--- src/rtl/mux_pkg.sv ---
// Shared definitions for the round-robin / fixed-select N:1 registered mux.
package mux_pkg;

   localparam logic MODE_FIXED = 1'b0;
   localparam logic MODE_RR    = 1'b1;

   // Fallback ceiling-log2 for tools without $clog2.
   function automatic int clog2(input int value);
      int r;
      r = 0;
      while ((1 << r) < value) r++;
      return r;
   endfunction

endpackage

--- src/rtl/rr_arbiter.sv ---
// Combinational round-robin arbiter: searches req starting just after `last`, wrapping.
module rr_arbiter #(
   parameter  int NUM_CH = 4,
   localparam int SEL_W  = $clog2(NUM_CH)
) (
   input  logic [NUM_CH-1:0] req,
   input  logic [SEL_W-1:0]  last,
   output logic [NUM_CH-1:0] grant,
   output logic [SEL_W-1:0]  grant_idx,
   output logic              any
);

   always_comb begin
      logic [SEL_W-1:0] idx;
      grant     = '0;
      grant_idx = '0;
      any       = 1'b0;
      idx       = '0;
      for (int k = 1; k <= NUM_CH; k++) begin
         idx = SEL_W'((int'(last) + k) % NUM_CH);
         if (!any && req[idx]) begin
            any        = 1'b1;
            grant[idx] = 1'b1;
            grant_idx  = idx;
         end
      end
   end

endmodule

--- src/rtl/mux_rr_nx1.sv ---
// N-input registered mux with valid/ready per channel; fixed-select or round-robin grant.
module mux_rr_nx1
   import mux_pkg::*;
#(
   parameter  int NUM_CH = 4,
   parameter  int DATA_W = 8,
   localparam int SEL_W  = $clog2(NUM_CH)
) (
   input  logic                     clk,
   input  logic                     rst_n,
   input  logic                     mode,
   input  logic [SEL_W-1:0]         sel,
   input  logic [NUM_CH-1:0]        in_valid,
   input  logic [NUM_CH*DATA_W-1:0] in_data,
   output logic [NUM_CH-1:0]        in_ready,
   output logic                     out_valid,
   output logic [DATA_W-1:0]        out_data,
   output logic [SEL_W-1:0]         out_ch,
   input  logic                     out_ready
);

   logic              out_valid_q, out_valid_d;
   logic [DATA_W-1:0] out_data_q, out_data_d;
   logic [SEL_W-1:0]  out_ch_q, out_ch_d;
   logic [SEL_W-1:0]  last_q, last_d;

   logic [NUM_CH-1:0] rr_grant, fix_grant, grant;
   logic [SEL_W-1:0]  rr_idx, fix_idx, grant_idx;
   logic              rr_any, fix_any, any;
   logic              load_en;
   logic [DATA_W-1:0] ch_data [NUM_CH];

   for (genvar i = 0; i < NUM_CH; i++) begin : g_unpack
      assign ch_data[i] = in_data[i*DATA_W +: DATA_W];
   end

   rr_arbiter #(.NUM_CH(NUM_CH)) u_arb (
      .req       (in_valid),
      .last      (last_q),
      .grant     (rr_grant),
      .grant_idx (rr_idx),
      .any       (rr_any)
   );

   // sel may exceed NUM_CH-1 when NUM_CH is not a power of two; that is simply no grant.
   always_comb begin
      fix_grant = '0;
      fix_any   = 1'b0;
      fix_idx   = sel;
      if (int'(sel) < NUM_CH) begin
         if (in_valid[sel]) begin
            fix_grant[sel] = 1'b1;
            fix_any        = 1'b1;
         end
      end
   end

   always_comb begin
      load_en   = !out_valid_q || out_ready;
      grant     = (mode == MODE_RR) ? rr_grant : fix_grant;
      grant_idx = (mode == MODE_RR) ? rr_idx   : fix_idx;
      any       = (mode == MODE_RR) ? rr_any   : fix_any;
      in_ready  = load_en ? grant : '0;
   end

   always_comb begin
      out_valid_d = out_valid_q;
      out_data_d  = out_data_q;
      out_ch_d    = out_ch_q;
      last_d      = last_q;
      if (load_en) begin
         out_valid_d = any;
         if (any) begin
            out_data_d = ch_data[grant_idx];
            out_ch_d   = grant_idx;
            last_d     = grant_idx;
         end
      end
   end

   always_ff @(posedge clk or negedge rst_n) begin
      if (!rst_n) begin
         out_valid_q <= 1'b0;
         out_data_q  <= '0;
         out_ch_q    <= '0;
         last_q      <= SEL_W'(NUM_CH - 1);
      end else begin
         out_valid_q <= out_valid_d;
         out_data_q  <= out_data_d;
         out_ch_q    <= out_ch_d;
         last_q      <= last_d;
      end
   end

   assign out_valid = out_valid_q;
   assign out_data  = out_data_q;
   assign out_ch    = out_ch_q;

endmodule
--- config.mk ---
export PLATFORM = sky130hd
export DESIGN_NAME = mux_rr_nx1
export DESIGN_NICKNAME = d
export VERILOG_FILES = /design/src/rtl/mux_pkg.sv /design/src/rtl/rr_arbiter.sv /design/src/rtl/mux_rr_nx1.sv
export SDC_FILE = /design/constraint.sdc
export NUM_CORES = 1
export LEC_CHECK = 0
export BUFFER_PORTS_ARGS = -buffer_cell sky130_fd_sc_hd__buf_2
export CAP_MARGIN = 10
export CORE_MARGIN = 3
export CORE_UTILIZATION = 48
export CTS_CLUSTER_DIAMETER = 200
export CTS_CLUSTER_SIZE = 16
export DETAILED_ROUTE_END_ITERATION = 16
export PLACE_DENSITY = 0.79
export SLEW_MARGIN = 20
export SYNTH_ARGS = -nofsm -noshare
export SYNTH_HDL_FRONTEND = slang
export SYNTH_HIERARCHICAL = 1
export SYNTH_SLANG_ARGS = --single-unit
--- constraint.sdc ---
create_clock -name clk -period 3.2 [get_ports clk]
set_input_delay 0.16 -clock clk [delete_from_list [all_inputs] [get_ports clk]]
set_output_delay 0.16 -clock clk [all_outputs]
set_load 0.02 [all_outputs]
==> qor.yml <==
status: "finished clean"
fin_util_pct: 66.3
synthesis.area_mm2: 0.00138
synth_area_per_cell_um2: 11.1
p_leak_nw: 0.815
grt_use_total_pct: 20.5
cts-root-buf: "clkbuf_4"
routabilityCongestion: 0.856
htree_levels: 1
syn_inst: 125
vias: 1262
drive_gt1_share_pct: 52.2
cts.sinks: 13
finalSetupViolCount: 0
fp.dieW_um: 59.6
slew_violations: 0
critical_path.max_fanout: 11
cp.arrival_ns: 3.23
rows: 18
ir_worst_vdd_uv: 603
min_period_over_period_pct: 95.9
powerDensity_mw_per_mm2: 865
synth-edff-count: 0
fin_tns_setup_ns: 0
layout.nets: 237
hpwl_um: 2860
routed_via_density: 5.84
seq_area_frac_synth_pct: 23.7
ctsLongestPathBuffers: 2
crit_path_max_incr_delay_ns: 0.66
drtPass1Iterations: 4
pin_count: 57
cts.clk_slew.worst_paths_ns: 0.09
grt_pass1_wl_um: 5600
worstPathCellList: "inv_1 > ha_1 > buf_4 > a221oi_1 > a211oi_1 > o22a_1 > a21oi_2 > buf_4 > mux4_2 > mux2_4"
synth-warning-count: 6
drc_errors: 0
max_freq_mhz: 326
crit_type: "reg -> reg"
die_y_um: 59.6
clock_latency_ns: 0.28
hp-class: "in -> async"
cp.required_ns: 3.36
antenna_cells: 0
rsz0062_at_grt: "no"
regArea_um2: 328
layout_commonest_cell: "buf_2"
crit_path_end_kind: "register"
die-area_mm2: 0.00356
drtIter0Drc: 60
wl_per_cell_um: 17.1
cts_tree: "built"
antenna_found_initial: 0
holdWs_ns: 0.310
area_delta_synth_final_pct: 25.5
synth_cell_types: 37
final_cell_mix: "buf_2, nand2_1, dfrtp_1"
skew_ns: 0.00716
power_w: 0.00150
drt-total-wl_um: 3690
cp-start-kind: "register"
synth_nets: 175
grt_pass1_vias: 1222
ys_seq_elements: 13
portBuffers: 56
slowest_stage: "dfstp_2"
hold_violations: 0
period_needed_ns: 3.07
cts_made_buffers: 3
async_reset_ff_share_pct: 100
cpMostUsedCell: "buf_4"
fillers: 212
slew_headroom_pct: 47.8
design.core.area_mm2: 0.00261
grt_overflow: 0
grt_max_degree: 14
worst_slew_pin_slew_ns: 0.783
ant_nets: 0
start_util_pct: 52.9
ys.flop_type: "dfrtp_1"
ctsResizeCount: 0
drv_cap: 0
multi_input_area_um2: 960
stage by stage:
step	instance area (um^2)	setup WS, ns	cells
2_1_floorplan	1380	0.278	125
3_3_place_gp	1680	0.173	210
3_5_place_dp	1680	0.0954	210
4_1_cts	1710	0.0761	215
5_1_grt	1730	0.0240	216
6_report	1730	0.130	216
logic make-up after synthesis:
kind of cell    after synthesis  share of synthesized area (%)
fa+ha+maj                     8                           7.25
compound gates               29                           17.4
flops                        13                           23.7
mux                          27                           33.7
simple gates                 33                           11.1
buf+inv                      15                           6.79
synth_stat cells, types with 3 or more instances:
cell type | n | share of area, %
a221o_1 | 4 | 2.9
a32oi_1 | 4 | 2.5
buf_6 | 4 | 3.3
dfrtp_1 | 11 | 20
ha_1 | 8 | 7.2
inv_1 | 8 | 2.2
mux2_4 | 6 | 6.5
mux2i_1 | 6 | 4.3
mux2i_4 | 3 | 4.9
mux4_2 | 10 | 16
nand2_1 | 12 | 3.3
nor2_1 | 10 | 2.7
o21ai_1 | 5 | 1.8
layer usage:
layer	track usage (%)	vias up	share of wire, %
met1	27.6	617	42
met5	0	-	0
met2	33.3	49	51
met4	5.06	0	0.79
met3	4.79	4	5.9
li1	-	592	-
registers in the layout, indices dropped and copies added, names as in the netlist:
name       cells
last_q         2
out_ch         2
out_data       8
out_valid      1
what timing repair did:
action,CTS,global route
endpoints found under the setup margin,0,8
setup buffers,0,1
hold buffers,1,0
endpoints found under the hold margin,11,0
critical path, delay by kind of cell, from the launching register on:
family                   cells  cell delay (ns)
adder cells (fa/ha/maj)      1             0.41
multiplexers                 2             0.59
AO/OA/AOI/OAI                4             0.72
buffers and inverters        3             0.59
flip-flops                   1             0.66
power by group:
part	switching [W]	leakage (nW)	internal [W]
registers	0.0000671	0.148	0.000251
clock network	0.0000556	0.0150	0.0000483
logic	0.000560	0.652	0.000517
total	0.000683	0.815	0.000816
final cells by class:
type	count	area share (%)
Multi-Input combinational cell	97	55.4
Sequential cell	13	18.9
Timing Repair Buffer	63	20.1
Clock buffer	4	1.52
Inverter	9	1.95
Tap cell	30	2.17
path summary, 6_finish.rpt:
kind / slack [ns] / to / cells past startpoint / start
setup / recovery: 0.13 / out_data[1]$_DFFE_PN0P_ / 10 / last_q[1]$_DFFE_PN1P_
hold / removal: 0.31 / out_valid$_DFFE_PN0P_ / 2 / rst_n
setup reg to reg: 0.13 / out_data[1]$_DFFE_PN0P_ / 10 / last_q[1]$_DFFE_PN1P_
hold reg to reg: 0.52 / out_data[3]$_DFFE_PN0P_ / 1 / out_data[3]$_DFFE_PN0P_
max in group asynchronous: 2.59 / last_q[1]$_DFFE_PN1P_ / 2 / rst_n
min in group clk: 0.32 / out_data[6]$_DFFE_PN0P_ / 3 / in_data[30]
No activity file was read; power rests on OpenSTA's default activity.
